## src/rtl/distance_pipe_nd.sv

```systemverilog
// distance_pipe_nd: streaming L2-squared / L1 distance over DIM axes,
// one sample per cycle, valid/ready back-pressure, tag/mode carried along.
module distance_pipe_nd #(
   parameter int DIM   = 4,
   parameter int WIDTH = 16,
   parameter int TAG_W = 8,
   localparam int L     = $clog2(DIM),
   localparam int OUT_W = 2*WIDTH + L,
   localparam int LAT   = 2 + L
) (
   input  logic                 clk_in,
   input  logic                 rst_n_in,
   input  logic                 in_valid_in,
   output logic                 in_ready_out,
   input  logic                 mode_in,
   input  logic [TAG_W-1:0]     tag_in,
   input  logic [DIM*WIDTH-1:0] vertex_pos_in,
   input  logic [DIM*WIDTH-1:0] query_pos_in,
   output logic                 out_valid_out,
   input  logic                 out_ready_in,
   output logic [OUT_W-1:0]     distance_out,
   output logic [TAG_W-1:0]     tag_out,
   output logic                 mode_out
);

   logic                 advance;
   logic [LAT-1:0]       vld_q;
   logic [LAT-1:0]       mode_q;
   logic [TAG_W-1:0]     tag_q [LAT];
   logic [DIM*WIDTH-1:0] diff_d;
   logic [DIM*WIDTH-1:0] diff_q;

   assign out_valid_out = vld_q[LAT-1];
   assign advance       = !out_valid_out || out_ready_in;
   assign in_ready_out  = advance;
   assign tag_out       = tag_q[LAT-1];
   assign mode_out      = mode_q[LAT-1];

   // Sideband shift chain: index 0 is stage 1, LAT-1 is the result stage.
   always_ff @(posedge clk_in or negedge rst_n_in) begin
      if (!rst_n_in) begin
         vld_q  <= '0;
         mode_q <= '0;
         for (int s = 0; s < LAT; s++) tag_q[s] <= '0;
      end else if (advance) begin
         vld_q    <= {vld_q[LAT-2:0], in_valid_in};
         mode_q   <= {mode_q[LAT-2:0], mode_in};
         tag_q[0] <= tag_in;
         for (int s = 1; s < LAT; s++) tag_q[s] <= tag_q[s-1];
      end
   end

   for (genvar i = 0; i < DIM; i++) begin : g_abs
      logic [WIDTH-1:0] v;
      logic [WIDTH-1:0] q;
      assign v = vertex_pos_in[i*WIDTH +: WIDTH];
      assign q = query_pos_in[i*WIDTH +: WIDTH];
      assign diff_d[i*WIDTH +: WIDTH] = (v >= q) ? v - q : q - v;
   end

   always_ff @(posedge clk_in or negedge rst_n_in) begin
      if (!rst_n_in) diff_q <= '0;
      else if (advance) diff_q <= diff_d;
   end

   // Level 0 holds the per-axis terms; level l>0 is one adder-tree level.
   for (genvar l = 0; l <= L; l++) begin : g_lvl
      localparam int N = (DIM + (1 << l) - 1) >> l;
      localparam int W = 2*WIDTH + l;
      logic [N*W-1:0] sum_d;
      logic [N*W-1:0] sum_q;

      if (l == 0) begin : g_sq
         for (genvar i = 0; i < DIM; i++) begin : g_ax
            logic [W-1:0] dx;
            assign dx = {{WIDTH{1'b0}}, diff_q[i*WIDTH +: WIDTH]};
            assign sum_d[i*W +: W] = mode_q[0] ? dx : dx * dx;
         end
      end else begin : g_add
         localparam int NP = (DIM + (1 << (l-1)) - 1) >> (l-1);
         localparam int WP = W - 1;
         for (genvar j = 0; j < N; j++) begin : g_node
            logic [W-1:0] a;
            assign a = {1'b0, g_lvl[l-1].sum_q[2*j*WP +: WP]};
            if (2*j + 1 < NP) begin : g_pair
               assign sum_d[j*W +: W] =
                  a + {1'b0, g_lvl[l-1].sum_q[(2*j+1)*WP +: WP]};
            end else begin : g_odd
               assign sum_d[j*W +: W] = a;
            end
         end
      end

      always_ff @(posedge clk_in or negedge rst_n_in) begin
         if (!rst_n_in) sum_q <= '0;
         else if (advance) sum_q <= sum_d;
      end
   end

   assign distance_out = g_lvl[L].sum_q;

endmodule

```

## config.mk

```make
export PLATFORM = sky130hd
export DESIGN_NAME = distance_pipe_nd
export DESIGN_NICKNAME = d
export VERILOG_FILES = /design/src/rtl/distance_pipe_nd.sv
export SDC_FILE = /design/constraint.sdc
export NUM_CORES = 2
export LEC_CHECK = 0
export ABC_AREA = 1
export CORE_ASPECT_RATIO = 0.7
export CORE_UTILIZATION = 40
export CTS_BUF_LIST = sky130_fd_sc_hd__clkbuf_8 sky130_fd_sc_hd__clkbuf_16
export CTS_CLUSTER_DIAMETER = 30
export DETAILED_ROUTE_END_ITERATION = 6
export SYNTH_ARGS = -nofsm -noshare
export SYNTH_HDL_FRONTEND = slang
export SYNTH_SLANG_ARGS = --single-unit
```

## constraint.sdc

```tcl
create_clock -name clk_in -period 6.8 [get_ports clk_in]
set_input_delay 2.04 -clock clk_in [delete_from_list [all_inputs] [get_ports clk_in]]
set_output_delay 2.04 -clock clk_in [all_outputs]
set_load 0.1 [all_outputs]
```

==> flow_summary.yaml <==
status:
  status: "completed"
yosys:
  yosys.area.top_type: "fa_1"
  syn_nets: 10200
  yosysWarningCount: 0
  avgSynthCellArea_sq_um: 6.77
  yosys-top-cells-area: "fa_1, nand2_1, dfrtp_1"
  synth_edf_count: 0
  synthArstFlopShare: 1.00
  synth_commonest_cells: "nand2_1, inv_1, fa_1"
  synth.top_cell.area_share: 0.223
  synthCells: 8747
  synth-seq-cells: 332
  synth_top_family_by_area: "adder cells"
  synth_top_flop_cell: "dfrtp_1"
  yosysMostFrequentCell: "nand2_1"
  synth_area_sq_um: 59200
  yosys.area_share.simple: 0.279
  yosys.area_share.xor_xnor: 0.0235
  ys_seq_area_frac: 0.140
  synthAdderAreaFrac: 0.355
  synth.distinct_cells: 45
  synth_compound_gate_area_share: 0.0507
  synth.mux.area_fraction: 0
drt:
  antenna_left: 0
  viasPerCell: 4.89
  routed_wirelength_microns: 183000
  detailroute.via_count: 53100
  drc: 0
  wl_per_cell_microns: 16.9
  first_pass_iters: 6
  drt_iter0_drc: 4346
sta:
  setup_tns_ns: 0
  setup_viol: 0
  finalClockSkew_ns: 0.0511
  finalHoldViolCount: 0
  fin_crit_sh: 0.930
  min_period_ns: 6.33
  fmax_ghz: 0.158
  whs_ns: 0.459
  drv_slew: 0
  maxSlewHeadroom: 0.118
  rsz0062_at_grt: "no"
  worstMarginPinSlew_ns: 1.32
cts:
  clockBufferDepth: 3
  clkSinkCount: 332
  insertion_delay_ns: 0.70
  post-cts-setup-buffers: 0
  htreeDepth: 3
  cts_hold_buf: 0
  clockRootBuffer: "clkbuf_16"
  post_cts_resized: 0
  cts.clk_slew.worst_paths_ns: 0.05
  cts_tree: "done"
  numCtsBuffers: 90
setup_path:
  start_kind: "flip-flop"
  reg2reg_to: "g_lvl[0].sum_q[13]$_DFFE_PN0P_"
  cpPeakStageDelay_ns: 0.78
  worst-path-buf-inv: 6
  cp_top_family: "adder cells"
  path_max_fanout: 16
  r2r_slack_ns: 0.47
  path_cells: "nand2_1 > inv_1 > fa_1 > inv_1 > fa_1 > inv_1 > fa_1 > fa_1 > fa_1 > inv_1 > fa_1 > inv_1 > ha_1 > a21oi_1 > o21ai_0 > inv_1 > nand3_1 > o21ai_0 > nand3_1"
  reg2reg_depth: 19
  critical_path_required_ns: 7.33
  regToRegStartpoint: "diff_q[5]$_DFFE_PN0P_"
  end_kind: "flip-flop"
  cp.arrival_ns: 6.85
  crit_type: "reg2reg"
  cpMaxStageDelayCell: "dfrtp_1"
finish:
  instances_no_fill: 10900
  layout.nets: 10200
  syn_to_final_growth_pct: 11.8
  drive_above_1_share: 0.0344
min_path:
  min_path_cells: 1
  min-delay-start: "vld_q[2]$_DFFE_PN0P_"
  min_to: "vld_q[3]$_DFFE_PN0P_"
  worstHoldPathType: "reg2reg"
place:
  place_hpwl_microns: 153000
  place.gp.congestion: 0.953
  io_buffers: 185
  placed_cells: 10700
global_route:
  grt_first_pass_wirelength_microns: 294000
  grt_overflow: 0
  first_global_vias: 52300
  track_usage: 0.250
  grt_max_degree: 221
  antenna_found_initial: 3
job:
  cap_violations: 0
die:
  rows: 117
  die_area_sq_um: 150000
  die_w_microns: 462
  core_sq_um: 146000
  initial_core_util: 0.405
  fp.dieH_microns: 324
  io_pins: 186
[through the flow]
step	worst slack, ns	area (sq um)	utilization
finish	0.474	66200	0.453
global route	0.188	66200	0.453
CTS	0.550	66200	0.453
detailed placement	0.523	62800	0.430
global placement	0.568	62800	0.430
floorplan	1.38	59200	-
[cell type report]
type,count,area [sq um]
fillers,15100,79900
multi-input cells,6089,42000
flip-flops and latches,332,8310
inverters,2073,7790
well taps,1963,2460
clock buffers,100,2390
repair buffers,234,2270
clock inverters,69,973
diodes,1,2.50
[flip-flops by register name, summed over array words and instances (netlist names)]
signal and cells:
tag_q 24, distance_out 34, vld_q 4, diff_q 64
g_lvl.sum_q 194, tag_out 8, mode_q 4
[cells in the final DEF (no fill, tap or decap), types with 37 or more instances in the layout]
| cell type | n |
|---|---|
| nand2_1 | 3156 |
| inv_1 | 2053 |
| fa_1 | 659 |
| ha_1 | 628 |
| nand3_1 | 376 |
| nor2_1 | 366 |
| dfrtp_1 | 332 |
| a21oi_1 | 253 |
| clkdlybuf4s50_1 | 183 |
| o21ai_0 | 140 |
| clkbuf_16 | 90 |
| xor2_1 | 82 |
| xnor2_1 | 77 |
| nand4_1 | 56 |
| nand3b_1 | 48 |
| buf_4 | 46 |
| o21bai_1 | 44 |
| nor3_1 | 37 |
[cell families after synthesis]
family,count (synthesis)
buf+inv,2326
compound gates,529
fa+ha+maj,1287
xor+xnor,159
simple gates,4114
flops,332
[worst reg2reg max path, cell delays in order (launching register included)]
cell	delay (ns)
dfrtp_1	0.78
nand2_1	0.21
inv_1	0.11
fa_1	0.41
inv_1	0.08
fa_1	0.42
inv_1	0.10
fa_1	0.44
fa_1	0.54
fa_1	0.50
inv_1	0.05
fa_1	0.48
inv_1	0.05
ha_1	0.35
a21oi_1	0.24
o21ai_0	0.16
inv_1	0.08
nand3_1	0.20
o21ai_0	0.78
nand3_1	0.16
[worst max path at each step]
stage                            from  depth (start not counted)  slack (ns)                        endpoint
2_1_floorplan            out_ready_in                          4        1.38                    in_ready_out
3_3_place_gp    diff_q[1]$_DFFE_PN0P_                         19        0.57  g_lvl[0].sum_q[13]$_DFFE_PN0P_
3_5_place_dp   diff_q[25]$_DFFE_PN0P_                         24        0.52  g_lvl[0].sum_q[61]$_DFFE_PN0P_
4_1_cts        diff_q[25]$_DFFE_PN0P_                         24        0.55  g_lvl[0].sum_q[61]$_DFFE_PN0P_
5_1_grt         diff_q[1]$_DFFE_PN0P_                         19        0.19  g_lvl[0].sum_q[13]$_DFFE_PN0P_
6_report        diff_q[5]$_DFFE_PN0P_                         19        0.47  g_lvl[0].sum_q[13]$_DFFE_PN0P_
[metal layers]
| metal | up-vias | track usage | wire (microns) |
|---|---|---|---|
| met1 | 25200 | 0.405 | 96000 |
| met5 | - | 0 | 13 |
| met2 | 1635 | 0.349 | 71300 |
| met3 | 132 | 0.0392 | 13900 |
| met4 | 2 | 0.0340 | 1950 |
| li1 | 26100 | - | - |
Power is not shown: default switching activity piles up to over one toggle a cycle in this logic, so the estimate is an artifact.
